==> src/rtl/simon_pkg.sv <==
// Shared definitions for the SIMON 64/96 host front end: widths, FSM states
// and the reference test vectors.
package simon_pkg;

  localparam int SIMON_N       = 32;
  localparam int SIMON_M       = 3;
  localparam int SIMON_BLOCK_W = 2 * SIMON_N;
  localparam int SIMON_KEY_W   = SIMON_M * SIMON_N;

  typedef enum logic [3:0] {
    S_IDLE  = 4'd0,
    S_KFILL = 4'd1,
    S_KREQ  = 4'd2,
    S_KWAIT = 4'd3,
    S_DFILL = 4'd4,
    S_DREQ  = 4'd5,
    S_RUN   = 4'd6,
    S_OUT0  = 4'd7,
    S_OUT1  = 4'd8
  } host_state_e;

  localparam logic [SIMON_KEY_W-1:0]   TV_KEY    = 96'h13121110_0b0a0908_03020100;
  localparam logic [SIMON_BLOCK_W-1:0] TV_PLAIN  = 64'h6f722067_6e696c63;
  localparam logic [SIMON_BLOCK_W-1:0] TV_CIPHER = 64'h5ca2e27f_111a8fc8;

endpackage

==> src/rtl/simon_host_if_if.sv <==
// Host-side word streams of the SIMON front end: a valid/ready input stream
// carrying key/data words and a valid/ready output stream carrying results.
interface simon_host_if_if
  import simon_pkg::*;
#(
  parameter int N = SIMON_N
) ();

  logic         in_valid;
  logic         in_ready;
  logic [N-1:0] in_word;
  logic         in_kind;
  logic         in_dec;
  logic         out_valid;
  logic         out_ready;
  logic [N-1:0] out_word;

  modport master (
    output in_valid, in_word, in_kind, in_dec, out_ready,
    input  in_ready, out_valid, out_word
  );

  modport slave (
    input  in_valid, in_word, in_kind, in_dec, out_ready,
    output in_ready, out_valid, out_word
  );

endinterface

==> src/rtl/simon_host_if.sv <==
// Word-serial host front end for the SIMON 64/96 core: assembles key and
// block, drives the core load handshakes and streams the result back.
module simon_host_if
  import simon_pkg::*;
#(
  parameter int N = SIMON_N,
  parameter int M = SIMON_M
) (
  input  logic           clk,
  input  logic           nR,
  simon_host_if_if.slave host,
  output logic [2*N-1:0] plain,
  output logic [M*N-1:0] key,
  output logic           newKey,
  output logic           newData,
  output logic           enc_dec,
  output logic           readData,
  input  logic           ldKey,
  input  logic           ldData,
  input  logic           doneKey,
  input  logic           doneData,
  input  logic [2*N-1:0] cipher
);

  localparam int            CW    = $clog2(M + 1);
  localparam logic [CW-1:0] KLAST = CW'(M - 1);

  host_state_e    state_q, state_d;
  logic [CW-1:0]  cnt_q, cnt_d;
  logic           key_ok_q, key_ok_d;
  logic [M*N-1:0] key_q, key_d;
  logic [2*N-1:0] plain_q, plain_d;
  logic           enc_dec_q, enc_dec_d;
  logic           new_key_q, new_key_d;
  logic           new_data_q, new_data_d;
  logic           read_data_q, read_data_d;
  logic           out_valid_q, out_valid_d;
  logic [N-1:0]   out_word_q, out_word_d;
  logic [N-1:0]   cap_q, cap_d;
  logic           in_ready_s;
  logic           accept_s;

  // Word acceptance depends on the offered kind so a mismatched word stalls in place
  always_comb begin
    in_ready_s = 1'b0;
    if (!nR) begin
      in_ready_s = 1'b0;
    end else begin
      case (state_q)
        S_IDLE:  in_ready_s = host.in_kind | key_ok_q;
        S_KFILL: in_ready_s = host.in_kind;
        S_DFILL: in_ready_s = ~host.in_kind;
        default: in_ready_s = 1'b0;
      endcase
    end
  end

  assign accept_s = host.in_valid & in_ready_s;

  // Next-state and next-output logic for the single load/run/return FSM
  always_comb begin
    state_d     = state_q;
    cnt_d       = cnt_q;
    key_ok_d    = key_ok_q;
    key_d       = key_q;
    plain_d     = plain_q;
    enc_dec_d   = enc_dec_q;
    new_key_d   = 1'b0;
    new_data_d  = 1'b0;
    read_data_d = 1'b0;
    out_valid_d = out_valid_q;
    out_word_d  = out_word_q;
    cap_d       = cap_q;

    case (state_q)
      S_IDLE: begin
        if (accept_s && host.in_kind) begin
          key_d[N-1:0] = host.in_word;
          key_ok_d     = 1'b0;
          if (KLAST == {CW{1'b0}}) begin
            state_d   = S_KREQ;
            new_key_d = 1'b1;
          end else begin
            cnt_d   = CW'(1);
            state_d = S_KFILL;
          end
        end else if (accept_s) begin
          plain_d[2*N-1:N] = host.in_word;
          enc_dec_d        = host.in_dec;
          state_d          = S_DFILL;
        end else begin
          state_d = S_IDLE;
        end
      end
      S_KFILL: begin
        if (accept_s) begin
          key_d[int'(cnt_q)*N +: N] = host.in_word;
          if (cnt_q == KLAST) begin
            cnt_d     = {CW{1'b0}};
            state_d   = S_KREQ;
            new_key_d = 1'b1;
          end else begin
            cnt_d = cnt_q + CW'(1);
          end
        end else begin
          cnt_d = cnt_q;
        end
      end
      S_KREQ: begin
        if (ldKey) begin
          state_d = S_KWAIT;
        end else begin
          new_key_d = 1'b1;
        end
      end
      S_KWAIT: begin
        if (doneKey) begin
          key_ok_d = 1'b1;
          state_d  = S_IDLE;
        end else begin
          state_d = S_KWAIT;
        end
      end
      S_DFILL: begin
        if (accept_s) begin
          plain_d[N-1:0] = host.in_word;
          state_d        = S_DREQ;
          new_data_d     = 1'b1;
        end else begin
          state_d = S_DFILL;
        end
      end
      S_DREQ: begin
        if (ldData) begin
          state_d = S_RUN;
        end else begin
          new_data_d = 1'b1;
        end
      end
      S_RUN: begin
        // The low half is parked so the core may drop cipher once released
        if (doneData) begin
          out_word_d  = cipher[2*N-1:N];
          cap_d       = cipher[N-1:0];
          out_valid_d = 1'b1;
          read_data_d = 1'b1;
          state_d     = S_OUT0;
        end else begin
          state_d = S_RUN;
        end
      end
      S_OUT0: begin
        if (host.out_ready) begin
          out_word_d = cap_q;
          state_d    = S_OUT1;
        end else begin
          state_d = S_OUT0;
        end
      end
      S_OUT1: begin
        if (host.out_ready) begin
          out_valid_d = 1'b0;
          state_d     = S_IDLE;
        end else begin
          state_d = S_OUT1;
        end
      end
      default: begin
        state_d = S_IDLE;
      end
    endcase
  end

  // State and registered outputs, synchronous active-low reset
  always_ff @(posedge clk) begin
    if (!nR) begin
      state_q     <= S_IDLE;
      cnt_q       <= {CW{1'b0}};
      key_ok_q    <= 1'b0;
      key_q       <= {(M*N){1'b0}};
      plain_q     <= {(2*N){1'b0}};
      enc_dec_q   <= 1'b0;
      new_key_q   <= 1'b0;
      new_data_q  <= 1'b0;
      read_data_q <= 1'b0;
      out_valid_q <= 1'b0;
      out_word_q  <= {N{1'b0}};
      cap_q       <= {N{1'b0}};
    end else begin
      state_q     <= state_d;
      cnt_q       <= cnt_d;
      key_ok_q    <= key_ok_d;
      key_q       <= key_d;
      plain_q     <= plain_d;
      enc_dec_q   <= enc_dec_d;
      new_key_q   <= new_key_d;
      new_data_q  <= new_data_d;
      read_data_q <= read_data_d;
      out_valid_q <= out_valid_d;
      out_word_q  <= out_word_d;
      cap_q       <= cap_d;
    end
  end

  assign host.in_ready  = in_ready_s;
  assign host.out_valid = out_valid_q;
  assign host.out_word  = out_word_q;
  assign plain          = plain_q;
  assign key            = key_q;
  assign newKey         = new_key_q;
  assign newData        = new_data_q;
  assign enc_dec        = enc_dec_q;
  assign readData       = read_data_q;

endmodule

==> src/flat_wrapper.sv <==
// flat-port wrapper written by rule: the top's interface ports become plain ports
module simon_host_if_flat import simon_pkg::*;
#(
  parameter int N = SIMON_N,
  parameter int M = SIMON_M
)
  (clk, nR, plain, key, newKey, newData, enc_dec, readData, ldKey, ldData, doneKey, doneData, cipher, host_in_valid, host_in_word, host_in_kind, host_in_dec, host_out_ready, host_in_ready, host_out_valid, host_out_word);
  simon_host_if_if #(.N(N)) host_i ();
  input  logic clk;
  input  logic nR;
  output logic [2*N-1:0] plain;
  output logic [M*N-1:0] key;
  output logic newKey;
  output logic newData;
  output logic enc_dec;
  output logic readData;
  input  logic ldKey;
  input  logic ldData;
  input  logic doneKey;
  input  logic doneData;
  input  logic [2*N-1:0] cipher;
  input wire logic [$bits(host_i.in_valid)-1:0] host_in_valid;
  input wire logic [$bits(host_i.in_word)-1:0] host_in_word;
  input wire logic [$bits(host_i.in_kind)-1:0] host_in_kind;
  input wire logic [$bits(host_i.in_dec)-1:0] host_in_dec;
  input wire logic [$bits(host_i.out_ready)-1:0] host_out_ready;
  output wire logic [$bits(host_i.in_ready)-1:0] host_in_ready;
  output wire logic [$bits(host_i.out_valid)-1:0] host_out_valid;
  output wire logic [$bits(host_i.out_word)-1:0] host_out_word;
  assign host_i.in_valid = host_in_valid;
  assign host_i.in_word = host_in_word;
  assign host_i.in_kind = host_in_kind;
  assign host_i.in_dec = host_in_dec;
  assign host_i.out_ready = host_out_ready;
  assign host_in_ready = host_i.in_ready;
  assign host_out_valid = host_i.out_valid;
  assign host_out_word = host_i.out_word;
  simon_host_if #(.N(N), .M(M)) u_core (.clk(clk), .nR(nR), .host(host_i), .plain(plain), .key(key), .newKey(newKey), .newData(newData), .enc_dec(enc_dec), .readData(readData), .ldKey(ldKey), .ldData(ldData), .doneKey(doneKey), .doneData(doneData), .cipher(cipher));
endmodule
==> config.mk <==
export PLATFORM = sky130hd
export DESIGN_NAME = simon_host_if_flat
export DESIGN_NICKNAME = d
export VERILOG_FILES = /design/src/rtl/simon_pkg.sv /design/src/rtl/simon_host_if_if.sv /design/src/rtl/simon_host_if.sv /design/src/flat_wrapper.sv
export SDC_FILE = /design/constraint.sdc
export NUM_CORES = 1
export LEC_CHECK = 0
export CAP_MARGIN = 20
export CORE_MARGIN = 1
export CORE_UTILIZATION = 43
export CTS_CLUSTER_SIZE = 30
export DETAILED_ROUTE_END_ITERATION = 6
export GPL_ROUTABILITY_DRIVEN = 0
export PLACE_DENSITY = 0.82
export SKIP_CTS_REPAIR_TIMING = 1
export SLEW_MARGIN = 5
export SYNTH_ARGS = -nofsm -noshare
export SYNTH_HDL_FRONTEND = slang
export SYNTH_SLANG_ARGS = --single-unit
export TNS_END_PERCENT = 1
==> constraint.sdc <==
create_clock -name clk -period 2.3 [get_ports clk]
set_clock_uncertainty 0.1 [all_clocks]
set_input_delay 0.46 -clock clk [delete_from_list [all_inputs] [get_ports clk]]
set_output_delay 0.46 -clock clk [all_outputs]
set_load 0.01 [all_outputs]
==> flow_summary.yaml, run 1 <==
critical_path:
  critical_path.max_stage_delay_ps: 390
  slowest_stage: "dfxtp_4"
  worstSetupPathType: "reg2out"
  reg2reg_slack_ps: 190
  cp.arrival_ps: 1630
  regToRegStartpoint: "u_core.state_q[1]$_SDFFE_PN0P_"
  worst-r2r-cell-count: 5
  critPathMaxFanout: 7
  cells_along_the_critical_path: "nor2_1 -> o31a_2 -> nor2_2 -> dlymetal6s2s_1"
  setup.worst_path.end_class: "output port"
  worst_r2r_endpoint: "u_core.key[25]$_SDFFE_PN0P_"
  critPathLaunchType: "register"
  worstPathRequired_ps: 1740
min_path:
  worst_hold_startpoint: "u_core.plain[10]$_SDFFE_PN0P_"
  min_path_cells: 2
  hold_class: "reg2reg"
  endpoint_with_the_worst_hold_slack: "u_core.plain[10]$_SDFFE_PN0P_"
pwr:
  swShare: 0.2404
  clock_power_share: 0.441
  power.net_switching_mw: 2.287
  fin_total_pwr_mw: 9.514
  cellInternalPower_mw: 7.227
  worst_ir_drop_vdd_mv: 0.5338
  seqPwrFrac: 0.441
  power_dens_cells_mw_per_mm2: 644.3
  combinationalPowerShare: 0.118
  static-leakage-power_nw: 5.457
synthesis:
  yosysUniqueCellTypes: 49
  postSynthNetCount: 1289
  flip_flop_cell_with_the_highest_count_after_synthesis: "dfxtp_1"
  synth.cell_area_mm2: 0.01025
  number_of_standard_cells_after_synthesis: 1180
  postSynthRegisterBits: 236
  synth.yosys.warnings: 0
  synth.avg_cell_area_um2: 8.685
  post_synth_edffs: 0
  proportion_of_register_bits_with_asynchronous_set_or_reset_after_synthesis: 0
  seq_area_frac_synth: 0.4610
cells_and_area:
  postLayoutCellArea_mm2: 0.01477
  design.final.nets: 1548
  layout-area-overhead-vs-synth_pct: 44.09
  antenna_cells: 0
  fin_cells: 1775
  post_route_cells_drive_above_1_share: 0.07624
route:
  routed_wire_length_per_instance_um: 17.53
  drt_drc_violations_left: 0
  vias: 9628
  postRouteAntennaNets: 0
  drt_first_pass_iters: 5
  detail_route.vias_per_cell: 5.424
  detail_route.iter0.violations: 517
  detail_route.wirelength_mm: 31.11
timing:
  period_minus_slack_ps: 2191
  setup_viol: 0
  max_freq_ghz: 0.4563
  finalHoldViolations: 0
  min_period_over_period: 0.9528
  tightest_slew_ps: 732.1
  timing.slew.headroom: 0.5119
  grt_setup_unrepaired: "no"
  count_of_pins_over_their_slew_limit: 0
  setup_ws_ps: 108.5
  fin_hold_ws_ps: 349.3
floorplan:
  std_cell_rows: 56
  placeableCoreArea_mm2: 0.02340
  pin_count: 304
  die_x_um: 156.4
  die_area_mm2: 0.02445
  floorplan_die_height_um: 156.4
  initial_utilization: 0.4379
clocking:
  worstSkewPairLatency_ps: 520
  clock-root-buffer: "clkbuf_16"
  cts_tree: "yes"
  cts_sinks: 236
  max-clock-path-buffers: 3
  clock_tree.htree_level_count: 1
  tritoncts.num_buffers: 26
  cts.clk_slew.worst_paths_ps: 60
status:
  status: "complete, no violations"
placement:
  place_worst_setup_slack_ps: -402.7
  dp_hpwl_mm: 21.06
  placed_cell_area_mm2: 0.01388
  placedCellCount: 1730
  count_of_input_and_output_buffers: 303
global_route:
  global_route_usage_over_all_layers: 0.2483
  vias_in_the_first_global_route: 9109
  grt_start_max_net_pins: 202
  number_of_antenna_violations_at_the_first_check_in_global_routing: 0
  grt_first_pass_wirelength_mm: 48.74
  global_route.overflow_total: 0
job:
  timing.max_cap.violations: 0
[metrics by stage]
step                utilization  TNS [ps]
detailed placement       0.5930    -24280
finish                   0.6310         0
global route             0.6310         0
CTS                      0.6305    -510.4
floorplan                     -         0
global placement         0.5930    -18700
[worst max-delay path, delay by kind of cell, from the launching register on]
family                 cells  cell delay [ps]
AOI/OAI and AO/OA          1              300
buffers and inverters      1              180
DFF                        1              390
and+or+nand+nor            2              230
[cell usage in the layout, fill, tap and decap left out, drive strengths merged, types with 2 or more instances in the layout]
cell             n
a21boi         194
a21oi            3
and3b            2
and4b            2
buf             51
clkbuf          41
clkdlybuf4s50  300
clkinv           3
dfxtp          236
dlymetal6s2s     2
ha               3
inv              6
mux2             2
mux2i           33
nand2          328
nand2b           2
nand3           33
nand3b           2
nand4            2
nand4b           2
nor2             9
nor2b            4
nor3b            4
nor4             2
o211a           33
o21a             3
o21ai            2
o31a             2
o31ai           65
or2              2
or4             65
[layout make-up]
class                      instances  area, um^2
multi-input combinational        816        5074
clock buffer                      41       828.3
fill                            1942        8636
clock inverter                     4       48.80
timing repair buffer             353        3665
tap                              319       399.1
inverter                           6       22.52
sequential                       236        4730
[how the worst max path moves through the flow]
stage,from,depth (start not counted),slack (ps),end
2_1_floorplan,u_core.cnt_q[0]$_SDFFE_PN0P_,7,150,u_core.key[87]$_SDFFE_PN0P_
4_1_cts,u_core.state_q[2]$_SDFFE_PN0P_,4,-510,host_in_ready
5_1_grt,u_core.state_q[2]$_SDFFE_PN0P_,4,20,host_in_ready
3_5_place_dp,host_in_kind,4,-400,host_in_ready
3_3_place_gp,host_in_kind,4,-360,host_in_ready
6_report,u_core.state_q[2]$_SDFFE_PN0P_,4,110,host_in_ready
[power groups by stage]
stage	logic, mW	clock network (mW)	registers, mW
2_1_floorplan	0.528	0	4.28
3_3_place_gp	1.09	0	4.28
3_5_place_dp	1.11	0	4.29
4_1_cts	1.11	4.30	4.20
5_1_grt	1.20	4.45	4.20
6_report	1.12	4.20	4.20
[state kept, by name, summed over array words and instances, names as in the netlist]
signal and flops:
u_core.key 96, u_core.plain 64, u_core.cap_q 32, u_core.host.out_word 32, u_core.state_q 4, u_core.cnt_q 2, u_core.enc_dec 1, u_core.host.out_valid 1
u_core.key_ok_q 1, u_core.newData 1, u_core.newKey 1, u_core.readData 1
[kinds of logic after synthesis]
kind of cell / synth area share
simple gates: 0.2130
compound gates: 0.2371
flops: 0.4610
buf+inv: 0.05079
mux: 0.03443
fa+ha+maj: 0.003663
[synthesized netlist by cell type, types with 2 or more instances]
master / number / area share
nor2b_1: 4 / 0.0024
or4_1: 65 / 0.048
and4b_1: 2 / 0.0020
mux2i_1: 33 / 0.032
mux2_2: 2 / 0.0022
clkbuf_1: 90 / 0.033
nand4_1: 2 / 0.0012
o211a_1: 33 / 0.032
ha_1: 3 / 0.0037
a21oi_1: 3 / 0.0015
or2_2: 2 / 0.0012
buf_1: 6 / 0.0022
nand2b_1: 2 / 0.0012
inv_1: 6 / 0.0022
o21ai_0: 2 / 0.00098
nor3b_1: 4 / 0.0029
buf_4: 3 / 0.0022
nand4b_1: 2 / 0.0017
buf_2: 23 / 0.011
a21boi_0: 115 / 0.084
o31ai_1: 65 / 0.048
nand3_1: 33 / 0.016
a21boi_1: 79 / 0.058
o21a_1: 3 / 0.0022
and3b_1: 2 / 0.0017
nor2_1: 9 / 0.0033
nand3b_1: 2 / 0.0015
nand2_1: 328 / 0.12
o31a_1: 2 / 0.0017
dfxtp_1: 236 / 0.46
[layer usage]
metal	global-route usage	wire length (um)	up-vias
li1	-	-	4659
met1	0.3131	12730	4544
met2	0.4094	14530	370
met3	0.06896	3032	55
met4	0.07796	811	0
met5	0	0	-
Power figures use the tool's default switching activity.
==> run 2: changes to the inputs <==
--- a/config.mk
+++ b/config.mk
@@ -5,8 +5,7 @@
 export SDC_FILE = /design/constraint.sdc
 export NUM_CORES = 1
 export LEC_CHECK = 0
-export CAP_MARGIN = 20
-export CORE_MARGIN = 1
+export CORE_MARGIN = 2
 export CORE_UTILIZATION = 43
 export CTS_CLUSTER_SIZE = 30
 export DETAILED_ROUTE_END_ITERATION = 6
==> run 2 against run 1 <==
Net effect:
- core utilization fell by 0.12 points
- sequential share of layout area rose by 0.068 points
- wire length rose by 2.6%
- critical endpoint unchanged
- hold slack improved by 3.5 ps
- final area fell by 0.19%
- flip-flop and latch count did not move
- largest cell class unchanged
- critical path type unchanged
- final cell count rose by 0.11%
- maximum frequency fell by 0.79%
- register-to-register slack got worse by 40 ps
- clock power fell by 2%
- total power fell by 0.57%
- count of clock-buffer cells in the layout fell by 6
==> flow_summary.yaml, run 2 (synthesized netlist as in run 1, its figures left out) <==
status:
  status: "complete, no violations"
pwr:
  combinationalPowerShare: 0.121
  power_dens_cells_mw_per_mm2: 641.8
  swShare: 0.2443
  clock_power_share: 0.436
  static-leakage-power_nw: 5.445
  worst_ir_drop_vdd_mv: 0.5295
  cellInternalPower_mw: 7.149
  power.net_switching_mw: 2.311
  seqPwrFrac: 0.443
floorplan:
  initial_utilization: 0.4379
  floorplan_die_height_um: 158.4
  die_area_mm2: 0.02508
  pin_count: 304
  std_cell_rows: 56
  placeableCoreArea_mm2: 0.02340
  die_x_um: 158.4
timing:
  period_minus_slack_ps: 2209
  grt_setup_unrepaired: "no"
  setup_ws_ps: 90.96
  min_period_over_period: 0.9605
  finalHoldViolations: 0
  count_of_pins_over_their_slew_limit: 0
  setup_viol: 0
  timing.slew.headroom: 0.5371
  tightest_slew_ps: 694.4
  max_freq_ghz: 0.4527
critical_path:
  regToRegStartpoint: "u_core.cnt_q[1]$_SDFFE_PN0P_"
  critPathLaunchType: "register"
  cp.arrival_ps: 1650
  critPathMaxFanout: 7
  setup.worst_path.end_class: "output port"
  worst_r2r_endpoint: "u_core.key[4]$_SDFFE_PN0P_"
  worstPathRequired_ps: 1740
  reg2reg_slack_ps: 150
  worstSetupPathType: "reg2out"
  worst-r2r-cell-count: 7
placement:
  dp_hpwl_mm: 21.54
  place_worst_setup_slack_ps: -434.0
  count_of_input_and_output_buffers: 303
clocking:
  worstSkewPairLatency_ps: 520
  clock_tree.htree_level_count: 1
  cts_sinks: 236
  clock-root-buffer: "clkbuf_16"
  tritoncts.num_buffers: 25
  cts.clk_slew.worst_paths_ps: 60
  max-clock-path-buffers: 3
  cts_tree: "yes"
job:
  timing.max_cap.violations: 0
global_route:
  global_route.overflow_total: 0
  use_met3: 0.05906
  grt_first_pass_wirelength_mm: 48.92
  global_route_usage_over_all_layers: 0.2437
  grtUsageMet2: 0.4137
  grt_start_max_net_pins: 170
  number_of_antenna_violations_at_the_first_check_in_global_routing: 0
  most_crowded_layer_after_global_routing: "met2"
  global_route.usage.met1: 0.3098
  vias_in_the_first_global_route: 9239
cells_and_area:
  antenna_cells: 0
  most_common_cell_after_layout_fill_and_taps_aside: "nand2_1"
  layout-area-overhead-vs-synth_pct: 43.82
  utilization: 0.6298
  post_route_cells_drive_above_1_share: 0.07682
  layout.cells.most_common_list: "nand2_1, clkdlybuf4s50_1, dfxtp_1, a21boi_0, a21boi_1"
  design.final.nets: 1548
  largest_register_ffs: 96
route:
  postRouteAntennaNets: 0
  drt_drc_violations_left: 0
  vias: 9727
  drt_first_pass_iters: 5
  routed_wire_length_per_instance_um: 17.97
  detail_route.vias_per_cell: 5.474
  detail_route.iter0.violations: 605
  detail_route.wirelength_mm: 31.93
min_path:
  min_path_cells: 2
  worst_hold_startpoint: "u_core.key[5]$_SDFFE_PN0P_"
  endpoint_with_the_worst_hold_slack: "u_core.key[5]$_SDFFE_PN0P_"
  hold_class: "reg2reg"
run 2: worst max-delay path by stage:
stage                                         startpoint                          end  slack [ps]  cells past startpoint
after floorplan             u_core.cnt_q[0]$_SDFFE_PN0P_  u_core.key[87]$_SDFFE_PN0P_         150                      7
after global placement                      host_in_kind                host_in_ready        -380                      4
after detailed placement                    host_in_kind                host_in_ready        -430                      4
after CTS                 u_core.state_q[2]$_SDFFE_PN0P_                host_in_ready        -500                      4
after global routing        u_core.cnt_q[1]$_SDFFE_PN0P_   u_core.key[4]$_SDFFE_PN0P_          40                      7
final                     u_core.state_q[2]$_SDFFE_PN0P_                host_in_ready          90                      4
run 2: worst max-delay path, stage by stage, from the launching register on:
cell and delay (ps):
dfxtp_4 390, nor2_1 60, o31a_2 310, nor2_2 190
dlymetal6s2s_1 200
run 2: area by class of cell:
cell class | instances | area, um^2
Clock buffer | 35 | 703.2
Clock inverter | 11 | 137.6
Fill cell | 1942 | 8663
Inverter | 6 | 22.52
Multi-Input combinational cell | 816 | 5074
Sequential cell | 236 | 4731
Tap cell | 319 | 399.1
Timing Repair Buffer | 354 | 3672
run 2: per-layer routing:
| layer | up-vias | share of wire |
|---|---|---|
| met1 | 4642 | 0.41 |
| met5 | - | 0 |
| met3 | 44 | 0.086 |
| met2 | 379 | 0.47 |
| li1 | 4662 | - |
| met4 | 0 | 0.027 |
run 2: power by group through the flow:
stage / Sequential, mW / Clock, mW / Combinational [mW]
detailed placement: 4.28 / 0 / 1.13
CTS: 4.19 / 4.20 / 1.13
floorplan: 4.28 / 0 / 0.528
global route: 4.20 / 4.36 / 1.22
finish: 4.19 / 4.12 / 1.14
global placement: 4.28 / 0 / 1.11
run 2: metrics by stage:
stage,power (mW),TNS [ps],instance area (um^2),std cells,hold WS (ps)
finish,9.460,0,14740,1777,352.9
global route,9.780,0,14740,1777,362.0
floorplan,4.808,0,10250,1180,342.8
CTS,9.524,-497.6,14730,1777,346.8
global placement,5.392,-20890,13880,1731,336.5
detailed placement,5.410,-26210,13880,1731,344.0
==> run 3: changes to the inputs <==
--- a/config.mk
+++ b/config.mk
@@ -6,11 +6,11 @@
 export NUM_CORES = 1
 export LEC_CHECK = 0
 export CORE_MARGIN = 2
-export CORE_UTILIZATION = 43
+export CORE_UTILIZATION = 48
 export CTS_CLUSTER_SIZE = 30
 export DETAILED_ROUTE_END_ITERATION = 6
 export GPL_ROUTABILITY_DRIVEN = 0
-export PLACE_DENSITY = 0.82
+export PLACE_DENSITY = 0.86
 export SKIP_CTS_REPAIR_TIMING = 1
 export SLEW_MARGIN = 5
 export SYNTH_ARGS = -nofsm -noshare
==> constraint.sdc (replaced) <==
create_clock -name clk -period 2.22 [get_ports clk]
set_clock_uncertainty 0.1 [all_clocks]
set_input_delay 0.444 -clock clk [delete_from_list [all_inputs] [get_ports clk]]
set_output_delay 0.444 -clock clk [all_outputs]
set_load 0.01 [all_outputs]
==> run 3 against run 2 <==
Net effect:
- flip-flop and latch count did not move
- final cell count decreased by 2.0%
- first-iteration DRC count decreased by 2.0%
- core utilization rose by 7.0 points
- wire length fell by 0.89%
- clock power is essentially flat
- non-clock buffer count increased by 12
- via count is 1.3% higher
- largest power group unchanged
- highest routed layer is now met5
==> flow_summary.yaml, run 3 (synthesized netlist as in run 1, its figures left out) <==
placement:
  dp_hpwl_mm: 21.34
  count_of_input_and_output_buffers: 303
  placed_cell_area_mm2: 0.01389
critical_path:
  slowest_stage: "dfxtp_2"
  worstSetupPathType: "reg2out"
  critical_path.max_stage_delay_ps: 390
  worstPathRequired_ps: 1680
  cells_along_the_critical_path: "nor2_1 -> o31a_2 -> nor2_2 -> dlymetal6s2s_1"
  critPathLaunchType: "register"
  setup.worst_path.end_class: "output port"
  critPathMaxFanout: 5
  cp.arrival_ps: 1640
cells_and_area:
  design.final.nets: 1560
  postLayoutCellArea_mm2: 0.01472
  largest_register_ffs: 96
  most_common_cell_after_layout_fill_and_taps_aside: "nand2_1"
  layout-area-overhead-vs-synth_pct: 43.60
  multiInputGateArea_mm2: 0.005074
  seqCellArea_mm2: 0.004727
  final.fill_count: 1543
  layout.cells.most_common_list: "nand2_1, clkdlybuf4s50_1, dfxtp_1, a21boi_0, a21boi_1"
  post_route_cells_drive_above_1_share: 0.08186
floorplan:
  initial_utilization: 0.4875
  die_x_um: 150.1
  std_cell_rows: 53
  die_area_mm2: 0.02254
  pin_count: 304
  placeableCoreArea_mm2: 0.02102
  floorplan_die_height_um: 150.1
global_route:
  global_route.overflow_total: 0
  vias_in_the_first_global_route: 9361
  number_of_antenna_violations_at_the_first_check_in_global_routing: 1
  grt_start_max_net_pins: 136
  global_route_usage_over_all_layers: 0.2705
  grt_first_pass_wirelength_mm: 49.07
clocking:
  cts_sinks: 236
  max-clock-path-buffers: 3
  clock-root-buffer: "clkbuf_16"
  cts_tree: "yes"
  cts.clk_slew.worst_paths_ps: 60
  worstSkewPairLatency_ps: 510
  tritoncts.num_buffers: 25
  clock_tree.htree_level_count: 1
route:
  postRouteAntennaNets: 0
  vias: 9856
  drt_first_pass_iters: 5
  dr_wl_met2_mm: 14.92
  detail_route.iter0.violations: 593
  routed_wire_length_per_instance_um: 18.17
  detail_route.wirelength_mm: 31.64
  route.layer.met1.wl_mm: 12.80
  route.met3.wl_mm: 2.846
  drt_drc_violations_left: 0
  detail_route.vias_per_cell: 5.658
  topRoutingLayerUsed: "met5"
timing:
  tightest_slew_ps: 1184
  period_minus_slack_ps: 2186
  count_of_pins_over_their_slew_limit: 0
  max_freq_ghz: 0.4576
  min_period_over_period: 0.9845
  setup_viol: 0
  timing.slew.headroom: 0.2108
  finalHoldViolations: 0
job:
  timing.max_cap.violations: 0
pwr:
  power_dens_cells_mw_per_mm2: 660.2
  static-leakage-power_nw: 5.471
  worst_ir_drop_vdd_mv: 0.6631
  fin_total_pwr_mw: 9.715
status:
  status: "complete, no violations"
min_path:
  hold_class: "reg2reg"
run 3: cell count changes in the layout (fill, tap and decap cells not counted), sizes merged:
cell      before  now
diode          0    1
inv            7    6
bufinv         3    2
clkbuf        35   36
clkinvlp       0    1
clkinv         7    3
buf           52   64
run 3: routing by layer:
layer,up-vias,GRT usage
met2,413,0.4461
met4,2,0.1014
li1,4692,-
met5,-,0
met1,4678,0.3432
met3,71,0.06636
run 3: final cells by class:
| class | count | area share |
|---|---|---|
| inverters | 6 | 0.001530 |
| clock buffers | 36 | 0.04940 |
| diodes | 1 | 0.0001700 |
| flip-flops and latches | 236 | 0.3212 |
| repair buffers | 366 | 0.2540 |
| multi-input cells | 816 | 0.3448 |
| well taps | 275 | 0.02338 |
| clock inverters | 6 | 0.005611 |
run 3: per-stage QoR:
| stage | hold WS (ps) | utilization | std cells | setup TNS, ps | setup WS [ps] |
|---|---|---|---|---|---|
| 2_1_floorplan | 342.8 | - | 1180 | 0 | 68.80 |
| 3_3_place_gp | 337.2 | 0.6610 | 1699 | -28510 | -428.6 |
| 3_5_place_dp | 344.2 | 0.6610 | 1699 | -36100 | -456.4 |
| 4_1_cts | 353.5 | 0.6995 | 1741 | -485.5 | -485.5 |
| 5_1_grt | 371.3 | 0.7000 | 1741 | -7.385 | -7.385 |
| 6_report | 350.9 | 0.7001 | 1742 | 0 | 34.45 |
run 3: worst max-delay path: cells and delay by family (launching register included):
family	cells	cell delay, ps
compound gates	1	310
buf+inv	1	190
flops	1	390
simple gates	2	230
run 3: path summary, 6_finish.rpt:
check | from | endpoint | slack, ps | depth (start not counted)
worst min-delay path | u_core.plain[14]$_SDFFE_PN0P_ | u_core.plain[14]$_SDFFE_PN0P_ | 350 | 2
worst min register to register | u_core.plain[14]$_SDFFE_PN0P_ | u_core.plain[14]$_SDFFE_PN0P_ | 350 | 2
worst max register to register | u_core.cnt_q[1]$_SDFFE_PN0P_ | u_core.key[70]$_SDFFE_PN0P_ | 130 | 7
worst max-delay path | u_core.state_q[2]$_SDFFE_PN0P_ | host_in_ready | 30 | 4
run 3: where the power goes:
group | internal [mW] | switching (mW) | leakage [nW] | total (mW)
Sequential | 4.29 | 0.0429 | 1.90 | 4.33
Combinational | 0.588 | 0.644 | 3.17 | 1.23
Clock | 2.49 | 1.67 | 0.397 | 4.15
Total | 7.36 | 2.35 | 5.47 | 9.72
